`config.mk`:
```
export PLATFORM = sky130hd
export DESIGN_NAME = bullet_collision_scanner
export DESIGN_NICKNAME = d
export VERILOG_FILES = /design/src/rtl/bullet_collision_scanner.sv
export SDC_FILE = /design/constraint.sdc
export NUM_CORES = 1
export LEC_CHECK = 0
export ABC_AREA = 1
export BUFFER_PORTS_ARGS = -buffer_cell sky130_fd_sc_hd__buf_2
export CORE_MARGIN = 1
export CORE_UTILIZATION = 51
export DETAILED_ROUTE_END_ITERATION = 8
export GPL_ROUTABILITY_DRIVEN = 0
export PLACE_DENSITY = 0.78
export SLEW_MARGIN = 40
export SYNTH_ARGS = -nofsm -noshare
export SYNTH_HDL_FRONTEND = slang
export SYNTH_SLANG_ARGS = --single-unit
```
`constraint.sdc`:
```
create_clock -name clk25 -period 3.45 [get_ports clk25]
set_clock_uncertainty 0.15 [all_clocks]
set_input_delay 0 -clock clk25 [delete_from_list [all_inputs] [get_ports clk25]]
set_output_delay 0 -clock clk25 [all_outputs]
set_load 0.005 [all_outputs]
```
`src/rtl/bullet_collision_scanner.sv`:
```
// bullet_collision_scanner
// Once per frame, snapshots bullet and enemy positions. It then checks every
// (bullet, enemy) pair for box overlap, one pair per clock. When the scan ends it
// pulses the hit vectors and done for one cycle and adds the kills to a
// saturating score.
// The pair test is split into two stages. Stage one registers the overlap of the
// current pair, which depends only on the snapshot. Stage two commits that hit
// against the accumulators. Because of this split, the pair after a hit already
// sees the updated accumulators. The extra drain cycle gives a scan_start to done
// latency of BULLET_COUNT*ENEMY_COUNT+1.
module bullet_collision_scanner #(
   parameter int BULLET_COUNT = 8,
   parameter int ENEMY_COUNT  = 4,
   parameter int BULLET_W     = 2,
   parameter int BULLET_H     = 6,
   parameter int ENEMY_W      = 16,
   parameter int ENEMY_H      = 16,
   parameter int SCORE_W      = 16
) (
   input  logic                         clk25,
   input  logic                         rst_n,
   input  logic                         scan_start,
   input  logic [10*BULLET_COUNT-1:0]   bullet_x_flat,
   input  logic [10*BULLET_COUNT-1:0]   bullet_y_flat,
   input  logic [BULLET_COUNT-1:0]      bullet_active,
   input  logic [10*ENEMY_COUNT-1:0]    enemy_x_flat,
   input  logic [10*ENEMY_COUNT-1:0]    enemy_y_flat,
   input  logic [ENEMY_COUNT-1:0]       enemy_alive,
   output logic [BULLET_COUNT-1:0]      bullet_hit,
   output logic [ENEMY_COUNT-1:0]       enemy_hit,
   output logic [SCORE_W-1:0]           score,
   output logic                         busy,
   output logic                         done
);

   localparam int IW = (BULLET_COUNT > 1) ? $clog2(BULLET_COUNT) : 1;
   localparam int JW = (ENEMY_COUNT > 1) ? $clog2(ENEMY_COUNT) : 1;
   localparam int CW = $clog2(ENEMY_COUNT + 1);
   localparam logic [IW-1:0] I_LAST = IW'(BULLET_COUNT - 1);
   localparam logic [JW-1:0] J_LAST = JW'(ENEMY_COUNT - 1);

   typedef enum logic [1:0] {
      ST_IDLE   = 2'd0,
      ST_SCAN   = 2'd1,
      ST_REPORT = 2'd2
   } state_t;

   // Strict box overlap in 11 bits so that x+width never wraps; touching edges miss
   function automatic logic overlap(input logic [9:0] bx, input logic [9:0] by,
                                    input logic [9:0] ex, input logic [9:0] ey);
      logic [10:0] bx1, by1, ex1, ey1;
      bx1 = {1'b0, bx};
      by1 = {1'b0, by};
      ex1 = {1'b0, ex};
      ey1 = {1'b0, ey};
      return (bx1 < ex1 + 11'(ENEMY_W)) && (ex1 < bx1 + 11'(BULLET_W)) &&
             (by1 < ey1 + 11'(ENEMY_H)) && (ey1 < by1 + 11'(BULLET_H));
   endfunction

   function automatic logic [CW-1:0] popcount(input logic [ENEMY_COUNT-1:0] v);
      logic [CW-1:0] c;
      c = '0;
      for (int k = 0; k < ENEMY_COUNT; k++) begin
         c = c + CW'(v[k]);
      end
      return c;
   endfunction

   function automatic logic [SCORE_W-1:0] sat_add(input logic [SCORE_W-1:0] a,
                                                  input logic [CW-1:0] b);
      logic [SCORE_W:0] s;
      s = {1'b0, a} + (SCORE_W+1)'(b);
      if (s[SCORE_W]) begin
         return '1;
      end else begin
         return s[SCORE_W-1:0];
      end
   endfunction

   state_t                   state_q;
   logic [9:0]               bx_q [BULLET_COUNT];
   logic [9:0]               by_q [BULLET_COUNT];
   logic [9:0]               ex_q [ENEMY_COUNT];
   logic [9:0]               ey_q [ENEMY_COUNT];
   logic [BULLET_COUNT-1:0]  bact_q;
   logic [ENEMY_COUNT-1:0]   ealive_q;
   logic [IW-1:0]            i_q;
   logic [JW-1:0]            j_q;
   logic [IW-1:0]            pi_q;
   logic [JW-1:0]            pj_q;
   logic                     ovl_q;
   logic                     drain_q;
   logic [BULLET_COUNT-1:0]  hb_q;
   logic [ENEMY_COUNT-1:0]   he_q;
   logic [BULLET_COUNT-1:0]  bullet_hit_q;
   logic [ENEMY_COUNT-1:0]   enemy_hit_q;
   logic [SCORE_W-1:0]       score_q;
   logic                     busy_q;
   logic                     done_q;

   logic                     pair_ovl_s;
   logic [BULLET_COUNT-1:0]  hb_d;
   logic [ENEMY_COUNT-1:0]   he_d;
   logic [SCORE_W-1:0]       score_d;

   // Geometry of the current pair, plus commit of the previously registered pair
   always_comb begin
      pair_ovl_s = overlap(bx_q[i_q], by_q[i_q], ex_q[j_q], ey_q[j_q]) &&
                   bact_q[i_q] && ealive_q[j_q];
      hb_d = hb_q;
      he_d = he_q;
      if (ovl_q && !hb_q[pi_q] && !he_q[pj_q]) begin
         hb_d[pi_q] = 1'b1;
         he_d[pj_q] = 1'b1;
      end else begin
         hb_d = hb_q;
         he_d = he_q;
      end
      score_d = sat_add(score_q, popcount(he_d));
   end

   // Scan controller: snapshot, pair walk, accumulate, one-cycle report
   always_ff @(posedge clk25 or negedge rst_n) begin
      if (!rst_n) begin
         state_q      <= ST_IDLE;
         for (int k = 0; k < BULLET_COUNT; k++) begin
            bx_q[k] <= 10'd0;
            by_q[k] <= 10'd0;
         end
         for (int k = 0; k < ENEMY_COUNT; k++) begin
            ex_q[k] <= 10'd0;
            ey_q[k] <= 10'd0;
         end
         bact_q       <= '0;
         ealive_q     <= '0;
         i_q          <= '0;
         j_q          <= '0;
         pi_q         <= '0;
         pj_q         <= '0;
         ovl_q        <= 1'b0;
         drain_q      <= 1'b0;
         hb_q         <= '0;
         he_q         <= '0;
         bullet_hit_q <= '0;
         enemy_hit_q  <= '0;
         score_q      <= '0;
         busy_q       <= 1'b0;
         done_q       <= 1'b0;
      end else begin
         case (state_q)
            ST_IDLE: begin
               bullet_hit_q <= '0;
               enemy_hit_q  <= '0;
               done_q       <= 1'b0;
               if (scan_start) begin
                  for (int k = 0; k < BULLET_COUNT; k++) begin
                     bx_q[k] <= bullet_x_flat[10*k +: 10];
                     by_q[k] <= bullet_y_flat[10*k +: 10];
                  end
                  for (int k = 0; k < ENEMY_COUNT; k++) begin
                     ex_q[k] <= enemy_x_flat[10*k +: 10];
                     ey_q[k] <= enemy_y_flat[10*k +: 10];
                  end
                  bact_q   <= bullet_active;
                  ealive_q <= enemy_alive;
                  hb_q     <= '0;
                  he_q     <= '0;
                  i_q      <= '0;
                  j_q      <= '0;
                  ovl_q    <= 1'b0;
                  drain_q  <= 1'b0;
                  busy_q   <= 1'b1;
                  state_q  <= ST_SCAN;
               end else begin
                  busy_q   <= 1'b0;
                  state_q  <= ST_IDLE;
               end
            end
            ST_SCAN: begin
               hb_q <= hb_d;
               he_q <= he_d;
               if (drain_q) begin
                  // Final pair committed this cycle; publish the forwarded result
                  ovl_q        <= 1'b0;
                  drain_q      <= 1'b0;
                  bullet_hit_q <= hb_d;
                  enemy_hit_q  <= he_d;
                  score_q      <= score_d;
                  done_q       <= 1'b1;
                  state_q      <= ST_REPORT;
               end else begin
                  ovl_q <= pair_ovl_s;
                  pi_q  <= i_q;
                  pj_q  <= j_q;
                  if (j_q == J_LAST) begin
                     j_q <= '0;
                     i_q <= i_q + IW'(1);
                  end else begin
                     j_q <= j_q + JW'(1);
                  end
                  if ((i_q == I_LAST) && (j_q == J_LAST)) begin
                     drain_q <= 1'b1;
                  end else begin
                     drain_q <= 1'b0;
                  end
               end
            end
            ST_REPORT: begin
               bullet_hit_q <= '0;
               enemy_hit_q  <= '0;
               done_q       <= 1'b0;
               busy_q       <= 1'b0;
               state_q      <= ST_IDLE;
            end
            default: begin
               bullet_hit_q <= '0;
               enemy_hit_q  <= '0;
               done_q       <= 1'b0;
               busy_q       <= 1'b0;
               state_q      <= ST_IDLE;
            end
         endcase
      end
   end

   assign bullet_hit = bullet_hit_q;
   assign enemy_hit  = enemy_hit_q;
   assign score      = score_q;
   assign busy       = busy_q;
   assign done       = done_q;

endmodule

```
# == Word-level counts from Yosys, hierarchy flattened ==
# Cells that the tools add are included.
# totals
regBits,308
latchBits,0
ram_bits,0
mem_bits_ro,0
n_memories,0
# op_classes
add_sub_neg,10
n_mul,0
div,0
order_cmp,12
eq_ne,7
shift,0
mux,56
n_bitwise,5
n_reduce_logical,20
# ops
operator,n
two-way mux 10 bit,8
binary-select mux 10 bit (select 3 bit),2
< comparator 10 x 11 -> 1 bit,4
binary-select mux 10 bit (select 2 bit),2
two-way mux 8 bit,4
adder 10 x 5 -> 11 bit (second input constant),2
adder 16 x 3 -> 17 bit,1
two-way mux 16 bit,1
two-way mux 4 bit,4
one-hot mux 8 bit (2 select lines),1
two-way mux 1 bit,14
adder 10 x 2 -> 11 bit (second input constant),1
adder 10 x 3 -> 11 bit (second input constant),1
logical AND 1 bit,10
two-way mux 3 bit,3
< comparator 3 x 4 -> 1 bit (second input constant),2
two-way mux 2 bit,4
!= test 2 bit (second input constant),4
bitwise OR 8 bit,1
one-hot mux 2 bit (2 select lines),2
one-hot mux 4 bit (2 select lines),1
AND reduction 2 bit,4
binary-select mux 1 bit (select 3 bit),2
< comparator 2 x 3 -> 1 bit (second input constant),2
26 further kinds,30

# == Depth between registers and ports, before layout ==
# Gate-level depths: netlist (run 1).
# depth
word_depth,13
ltp_mapped,23
depth_no_buf,22

# == Worst setup path after synthesis (run 1) ==
# Ideal clock, no wire load.
# synth_timing
path_type,register to register
start,register pi_q[0]
end,register score_q[14] (netlist: score[14])
setup_time_ns,0.069
arrival_ns,3.420
slack_ns,-0.189
stages_incl_launch_ff,21
synth_period_minus_slack_ns,3.639
cell_sequence,dfrtp_1 > inv_1 > nor3_1 > nand2_1 > nand3_1 > nor3_2 > nand2_1 > o21ai_1 > inv_1 > fa_1 > inv_1 > fa_1 > fa_1 > nand3_1 > nor4_1 > nand2_1 > nor2_1 > inv_1 > nor4_1 > or2_2 > nand3_1
# synth_between
elab_chain_len,11
# synth_rtl
item,line_no,text
from (decl),89,logic [IW-1:0] pi_q;
from (signal assigned),193,pi_q <= i_q;
binary-select mux 1 bit (select 3 bit) *,112,if (ovl_q && !hb_q[pi_q] && !he_q[pj_q]) begin
two-way mux 1 bit (implied by the code) *,112,
zero test 1 bit *,112,
logical AND 1 bit * (2 in a row),112,
two-way mux 4 bit *,112,
adder 1 x 1 -> 2 bit,64,c = c + CW'(v[k]);
adder 2 x 1 -> 3 bit,64,
adder 3 x 1 -> 3 bit *,64,
adder 16 x 3 -> 17 bit *,72,"s = {1'b0, a} + (SCORE_W+1)'(b);"
two-way mux 16 bit *,73,if (s[SCORE_W]) begin
to (signal assigned),188,score_q <= score_d;
to (decl),97,logic [SCORE_W-1:0] score_q;
# Mark *: on every way between the ends. The rest lies on a longest branch, timed or not. The select of a mux whose other input is x is not followed.
# A chain may end at the register's enable or synchronous reset.

# == Final worst setup path (run 1) ==
# Ends and elaborated chain as after synthesis.

==> impl_summary.txt, run 1 <==
----------------------------------------------------
[Logic synthesis]
  Leading register cell type out of synthesis ... dfrtp_1
  Post-Synthesis Cells ... 2105
  Number of enable flip-flop cells after synthesis ... 0
  Number of synthesized register bits ... 307
  Simple-gate area share of the yosys netlist ... 0.301
  Count of unique library cells instantiated by Yosys ... 45
  Post-Synth XOR/XNOR Area ... 0.0139
  Share of flip-flops with an asynchronous set or reset ... 1.00
  Area of the mapped netlist ... 15800 um2
  Multiplexer area fraction after synthesis ... 0.000635
  Synth warn ... 0
  Share of the synthesized area in compound gates (AO/OA/AOI/OAI) ... 0.0843
  Share of synthesized cell area in full adder, half adder and majority cells ... 0.0387
  Per-instance average area after synthesis ... 7.49 um2
  Main combinational cell family by area after synthesis ... simple AND/OR/NAND/NOR gates
  Synthesized Nets ... 2407
  Sequential cell area fraction in the yosys report ... 0.487

[Worst setup path]
  CP endpoint kind ... flop
  Worst setup path endpoint ... score[14]
  Capture point of the worst reg-to-reg path ... score[14]
  Crit path launch ... pi_q[0]
  Path type of the worst setup path ... flop to flop
  Number of cells on the worst reg-to-reg path ... 19
  Kind of launch point of the worst setup path ... flop
  Setup slack on the worst flop-to-flop path ... -0.24 ns
  Peak per-stage delay on the critical path ... 0.51 ns
  Critical Path RT ... 3.74 ns
  Worst R2R Start ... pi_q[0]
  Critical Path AT ... 3.98 ns
  Dominant cell type by count on the critical path ... inv_2
  Largest fanout on the critical path ... 5
  Worst-path cell with the longest stage delay ... fa_1
  Cell-by-cell listing of the critical path ... inv_2 -> nand3_1 -> o22ai_1 -> nor3_2 -> nand2_2 -> o21ai_2 -> inv_2 -> fa_1 -> inv_1 -> fa_2 -> fa_2 -> nand3_4 -> nor4_4 -> nand2_1 -> nor2_2 -> inv_2 -> nor4_4 -> or2_4 -> nand3_2

[STA]
  Time the worst path needs with I/O delays and setup ... 3.69 ns
  Worst hold slack after final layout ... -0.00324 ns
  Max-Slew Margin vs Limit ... 0.450
  Number of max-slew violations in the final report ... 0
  Number of failing setup endpoints in the final timing report ... 16
  Final WS setup ... -0.237 ns
  Setup repair after global routing missed its margin ... yes
  Fmax ... 271 MHz
  Final worst-path cycle share ... 1.07
  Final hold violation count ... 2
  Slew at the pin closest to its max-slew limit ... 0.826 ns

[Layout]
  Final standard cell count with taps included and fillers excluded ... 3109
  Relative area change from synthesis to final layout ... 40.9%
  Register Area ... 7690 um2
  Filler Cell Count ... 2001
  Final design area excluding fillers ... 22200 um2
  Multi-input gate area ... 7090 um2
  Ratio of cells with drive above 1 in the final layout ... 0.176
  Number of nets in the finished design ... 2991

[GRT]
  Total routing resource utilization after global routing ... 0.345
  First-pass GRT wire length ... 85100 um
  Antenna violations before repair ... 5
  Vias in the first global route ... 17200
  Global route total overflow ... 0
  Largest net degree at the start of global routing ... 169

[Status]
  Violated checks ... negative hold slack, negative setup slack
  Result of the run ... finished with violations

[CTS]
  Clk Latency, worst-skew pair ... 0.51 ns
  H-tree level count ... 2
  Clock transition time at the flip-flop clock pins of the worst setup and hold paths ... 0.06 ns
  Clk sink count ... 307
  TritonCTS clock tree ... yes
  Clock tree buffer depth ... 3
  Root Buffer Master ... clkbuf_16
  Num CTS Buffers ... 34

[Floorplan]
  Area of the core ... 30000 um2
  I/O pin cnt ... 285
  Cell Rows ... 63
  Initial core utilization ... 0.525
  Full die area ... 31600 um2
  Die extent in y ... 178 um
  Width of the chip ... 178 um

[Routing]
  Count of vias placed by the detailed router ... 17000
  Initial drt markers ... 1467
  Drt drc ... 0
  Wire length after detailed routing ... 53600 um
  Count of antenna-violating nets left after detailed routing ... 0
  Wire per inst ... 17.3 um
  Pre-Repair DR Iteration Count ... 6
  Vias per inst ... 5.46

[Power]
  Maximum vdd ir drop ... 489 uV
  Pwr per Cell Area ... 882 nW/um2
  Total leakage power ... 11.4 nW

[Placement]
  Detail Placement HPWL ... 29300 um
  Count of placed standard cells including taps ... 2727
  Number of buffers inserted by port buffering ... 284
  Placed cell areas ... 17700 um2

[Run]
  Max-cap violations ... 0

[Min path]
  Beginning of the worst hold path ... scan_start
  HP Class ... input port to flop

----------------------------------------------------
## cells in the final DEF (no fill, tap or decap), types with 4 or more instances in the layout
cell type	synthesis	final
nand2_2	10	16
inv_1	161	155
clkbuf_8	0	7
nor2_1	131	126
clkbuf_1	58	11
o22ai_1	7	7
dfrtp_2	0	5
clkbuf_16	0	38
buf_4	12	58
nand3_2	1	5
nor3_1	13	11
xnor2_1	5	5
xor2_1	20	20
diode_2	0	5
nand3_1	96	89
dfrtp_1	307	301
ha_1	44	43
buf_12	0	8
buf_2	18	283
nand4_1	7	7
a32oi_1	6	6
nor2_4	2	5
o21ai_0	168	165
o21ai_1	25	26
a21oi_1	30	29
or2_2	5	4
dlygate4sd3_1	0	296
nand2_1	928	922
inv_2	4	7
## logic make-up (layout without fill, tap and decap cells)
family	count (synthesis)	count (layout)
multiplexers	1	1
XOR/XNOR	25	25
flip-flops	307	307
buffers and inverters	274	883
other	0	5
AND/OR/NAND/NOR	1200	1200
adder cells (fa/ha/maj)	47	47
AO/OA/AOI/OAI	251	251
## cell usage after synthesis, types with 2 or more instances
cell type  instances  area, um2
a211oi_1           2       15.0
a21o_1             2       15.0
a21oi_1           30        150
a32oi_1            6       52.6
buf_1              8       30.0
buf_2             18       90.1
buf_4             12       90.1
buf_6              9        101
clkbuf_1          58        218
clkinv_1           3       11.3
dfrtp_1          307       7680
fa_1               3       60.1
ha_1              44        551
inv_1            161        604
inv_2              4       15.0
nand2_1          928       3480
nand2_2           10       62.6
nand3_1           96        480
nand4_1            7       43.8
nor2_1           131        492
nor2_4             2       22.5
nor3_1            13       65.1
nor3_2             2       20.0
nor4_1             2       12.5
o211ai_1           3       22.5
o21ai_0          168        841
o21ai_1           25        125
o22ai_1            7       43.8
or2_2              5       31.3
xnor2_1            5       43.8
xor2_1            20        175
## stage by stage
stage | power (mW) | setup TNS, ns | setup slack [ns] | utilization
after floorplan | 12.3 | -0.0199 | -0.0199 | -
after global placement | 14.5 | -0.0976 | -0.0682 | 0.590
after detailed placement | 14.9 | -1.24 | -0.290 | 0.591
after CTS | 19.0 | -0.775 | -0.110 | 0.735
after global routing | 21.2 | -4.32 | -0.350 | 0.739
final | 19.6 | -2.46 | -0.237 | 0.739
## worst max-delay path: cells and delay by family (launching register included)
| kind | cells | cell delay [ns] |
|---|---|---|
| buf+inv | 4 | 0.33 |
| simple gates | 10 | 1.13 |
| flops | 1 | 0.43 |
| compound gates | 2 | 0.30 |
| fa+ha+maj | 3 | 1.27 |
## flip-flops by register name, indices dropped and copies added (netlist names), 3 cells and up
register	count
pi_q	3
bullet_hit	8
ex_q	40
ey_q	40
score	16
i_q	3
bact_q	8
bx_q	80
ealive_q	4
hb_q	8
he_q	4
by_q	80
enemy_hit	4
## layer usage
metal	wire length [um]	vias to the layer above	global-route usage	share of wire
met3	3920	278	0.0668	0.073
met2	26400	964	0.586	0.49
li1	-	7747	-	-
met1	20000	7976	0.401	0.37
met4	3290	0	0.212	0.061
met5	0	-	0	0
## cell type report
| class | count | area share |
|---|---|---|
| clock buffers | 55 | 0.0479 |
| multi-input cells | 1524 | 0.320 |
| diodes | 5 | 0.000564 |
| clock inverters | 6 | 0.00276 |
| flip-flops and latches | 307 | 0.347 |
| well taps | 390 | 0.0220 |
| repair buffers | 653 | 0.231 |
| inverters | 169 | 0.0296 |
## how the worst min path moves through the flow
stage | to | slack [ns] | cells past startpoint
floorplan | bact_q[0] | -0.45 | 0
global placement | bx_q[44] | -0.01 | 1
detailed placement | bx_q[25] | -0.16 | 1
CTS | ey_q[6] | 0.0004 | 5
global route | ey_q[30] | 0.03 | 5
finish | by_q[51] | -0.003 | 5
## power by group
group | switching, mW | internal (mW)
Sequential | 0.811 | 5.14
Clock | 1.48 | 2.19
Combinational | 6.23 | 3.72
## timing repair
| action | in CTS | in global routing |
|---|---|---|
| endpoints found under the hold margin | 465 | 0 |
| pin swaps | 13 | 2 |
| resized for setup | 31 | 21 |
| setup buffers | 16 | 4 |
| endpoints found under the setup margin | 12 | 17 |
| hold buffers | 297 | 0 |
| gates cloned | 0 | 1 |
Note: power is estimated with default switching activity, not from simulation.
==> run 2, diff against run 1 <==
Settings changed: CELL_PAD_IN_SITES_DETAIL_PLACEMENT set to 0, CELL_PAD_IN_SITES_GLOBAL_PLACEMENT set to 1, CORE_UTILIZATION 51 to 37.
==> run 2 against run 1 <==
The run ends with negative setup slack left; global-route usage fell by 11 points; final area is 0.91% higher; clock power rose by 13%; die area grew 37%; fmax up 1.1%; via count fell by 7.8%; utilization is 21 points lower; count of clock-buffer cells in the layout rose by 1; critical path depth is 6 higher; flip-flop and latch count stayed put; hold slack improved by 0.034 ns; critical path type unchanged; largest cell class unchanged; largest power group unchanged.
==> impl_summary.txt, run 2 (synthesis results as in run 1) <==
----------------------------------------------------
[Floorplan]
  Cell Rows ... 75
  Initial core utilization ... 0.376
  I/O pin cnt ... 285
  Area of the core ... 41900 um2
  Width of the chip ... 208 um
  Die extent in y ... 208 um
  Full die area ... 43400 um2

[STA]
  Setup repair after global routing missed its margin ... yes
  Number of max-slew violations in the final report ... 0
  Total Neg Setup Slack ... -1.70 ns
  Final WS setup ... -0.197 ns
  Max-Slew Margin vs Limit ... 0.471
  Number of failing setup endpoints in the final timing report ... 16
  Time the worst path needs with I/O delays and setup ... 3.65 ns
  Final hold violation count ... 0
  Final worst-path cycle share ... 1.06
  Slew at the pin closest to its max-slew limit ... 0.790 ns
  Fmax ... 274 MHz

[CTS]
  Num CTS Buffers ... 37
  H-tree level count ... 2
  Clock tree buffer depth ... 3
  Root Buffer Master ... clkbuf_16
  Clk sink count ... 307
  TritonCTS clock tree ... yes
  Clk Latency, worst-skew pair ... 0.54 ns
  Clock transition time at the flip-flop clock pins of the worst setup and hold paths ... 0.06 ns

[Layout]
  Multi-input gate area ... 7130 um2
  Registers with the highest flip-flop counts ... bx_q: 80 flops, by_q: 80 flops
  Highest-count cells in the layout ignoring fill and taps ... 923 x nand2_1, 303 x dfrtp_1, 283 x buf_2
  Filler Cell Count ... 3954
  Ratio of cells with drive above 1 in the final layout ... 0.190
  Register Area ... 7690 um2
  Leading cell type in the layout, fill and taps excluded ... nand2_1
  Number of nets in the finished design ... 2981
  Relative area change from synthesis to final layout ... 42.1%
  Final standard cell count with taps included and fillers excluded ... 3246

[Status]
  Violated checks ... negative setup slack
  Result of the run ... finished with violations

[GRT]
  Global route total overflow ... 0
  Total routing resource utilization after global routing ... 0.235
  First-pass GRT wire length ... 81300 um
  Vias in the first global route ... 15900
  Largest net degree at the start of global routing ... 128
  Antenna violations before repair ... 1

[Power]
  Power after layout ... 19.8 mW
  Total leakage power ... 11.6 nW
  Maximum vdd ir drop ... 357 uV
  Pwr per Cell Area ... 886 nW/um2

[Worst setup path]
  Critical Path AT ... 3.96 ns
  Path type of the worst setup path ... flop to flop
  Critical Path RT ... 3.76 ns
  Kind of launch point of the worst setup path ... flop
  Largest fanout on the critical path ... 4
  CP endpoint kind ... flop

[Routing]
  Count of antenna-violating nets left after detailed routing ... 0
  Initial drt markers ... 996
  Wire length after detailed routing ... 50300 um
  Count of vias placed by the detailed router ... 15600
  Vias per inst ... 4.82
  Pre-Repair DR Iteration Count ... 5
  Drt drc ... 0
  Wire per inst ... 15.5 um

[Placement]
  Count of placed standard cells including taps ... 2878
  Detail Placement HPWL ... 32700 um
  Number of buffers inserted by port buffering ... 284
  Post-placement setup slack ... -0.250 ns

[Run]
  Max-cap violations ... 0

[Min path]
  HP Class ... input port to flop

----------------------------------------------------
[run 2: cell types whose count changed in the layout (fill, tap and decap cells not counted), moves of 5 or more]
| cell | change |
|---|---|
| nor2_2 | +5 |
| buf_4 | +16 |
| nand3_2 | +5 |
| dlygate4sd3_1 | -30 |
[run 2: worst max-delay path, cell delays in order (launching register included)]
cell and delay, ns:
dfrtp_1 0.42, inv_2 0.11, buf_6 0.10, nand3_2 0.09, buf_4 0.15, buf_4 0.13
buf_4 0.12, buf_4 0.12, buf_4 0.13, buf_4 0.12, buf_4 0.13, buf_4 0.13
buf_4 0.12, buf_4 0.12, buf_4 0.12, buf_4 0.12, buf_4 0.12, buf_4 0.12
buf_4 0.12, buf_4 0.12, buf_4 0.12, buf_4 0.13, buf_4 0.13, o21ai_2 0.09
nand2_1 0.09, o21ai_1 0.14
[run 2: final timing paths]
check | from | end | slack (ns) | cells after the start
max in group asynchronous | rst_n | bx_q[57] | 2.17 | 4
max reg2reg | pi_q[1] | bullet_hit[4] | -0.20 | 25
min in group asynchronous | rst_n | bx_q[59] | 0.33 | 3
min reg2reg | busy | busy | 0.32 | 2
max | pi_q[1] | bullet_hit[4] | -0.20 | 25
min | bullet_x_flat[18] | bx_q[68] | 0.03 | 4
[run 2: area by class of cell]
type,count,area share
Clock buffer,56,0.0509
Multi-Input combinational cell,1524,0.318
Tap cell,539,0.0301
Timing Repair Buffer,640,0.221
Inverter,169,0.0290
Clock inverter,10,0.00709
Antenna cell,1,0.000112
Sequential cell,307,0.343
[run 2: report_power, final]
group	switching [mW]	internal, mW	leakage [nW]	total (mW)
Sequential	0.723	5.13	3.86	5.86
Combinational	6.06	3.79	7.08	9.84
Clock	1.56	2.58	0.634	4.13
[run 2: what timing repair did]
item / in CTS / in global routing
cloned: 0 / 1
pin swaps: 10 / 13
setup endpoints to repair: 14 / 19
resized for setup: 23 / 33
endpoints found under the hold margin: 512 / 0
hold buffers: 267 / 0
setup buffers: 25 / 8
[run 2: through the flow]
| step | utilization | instance area, um2 | hold slack [ns] |
|---|---|---|---|
| after floorplan | - | 15800 | -0.446 |
| after global placement | 0.427 | 17900 | -0.0280 |
| after detailed placement | 0.427 | 17900 | -0.0255 |
| after CTS | 0.529 | 22200 | 0.00189 |
| after global routing | 0.534 | 22400 | 0.0356 |
| final | 0.534 | 22400 | 0.0306 |
[run 2: layer usage]
metal	vias to the layer above	GRT usage	routed length [um]
li1	7735	-	-
met2	379	0.407	24700
met4	0	0.0856	1490
met3	97	0.0291	1950
met5	-	0	0
met1	7424	0.298	22200
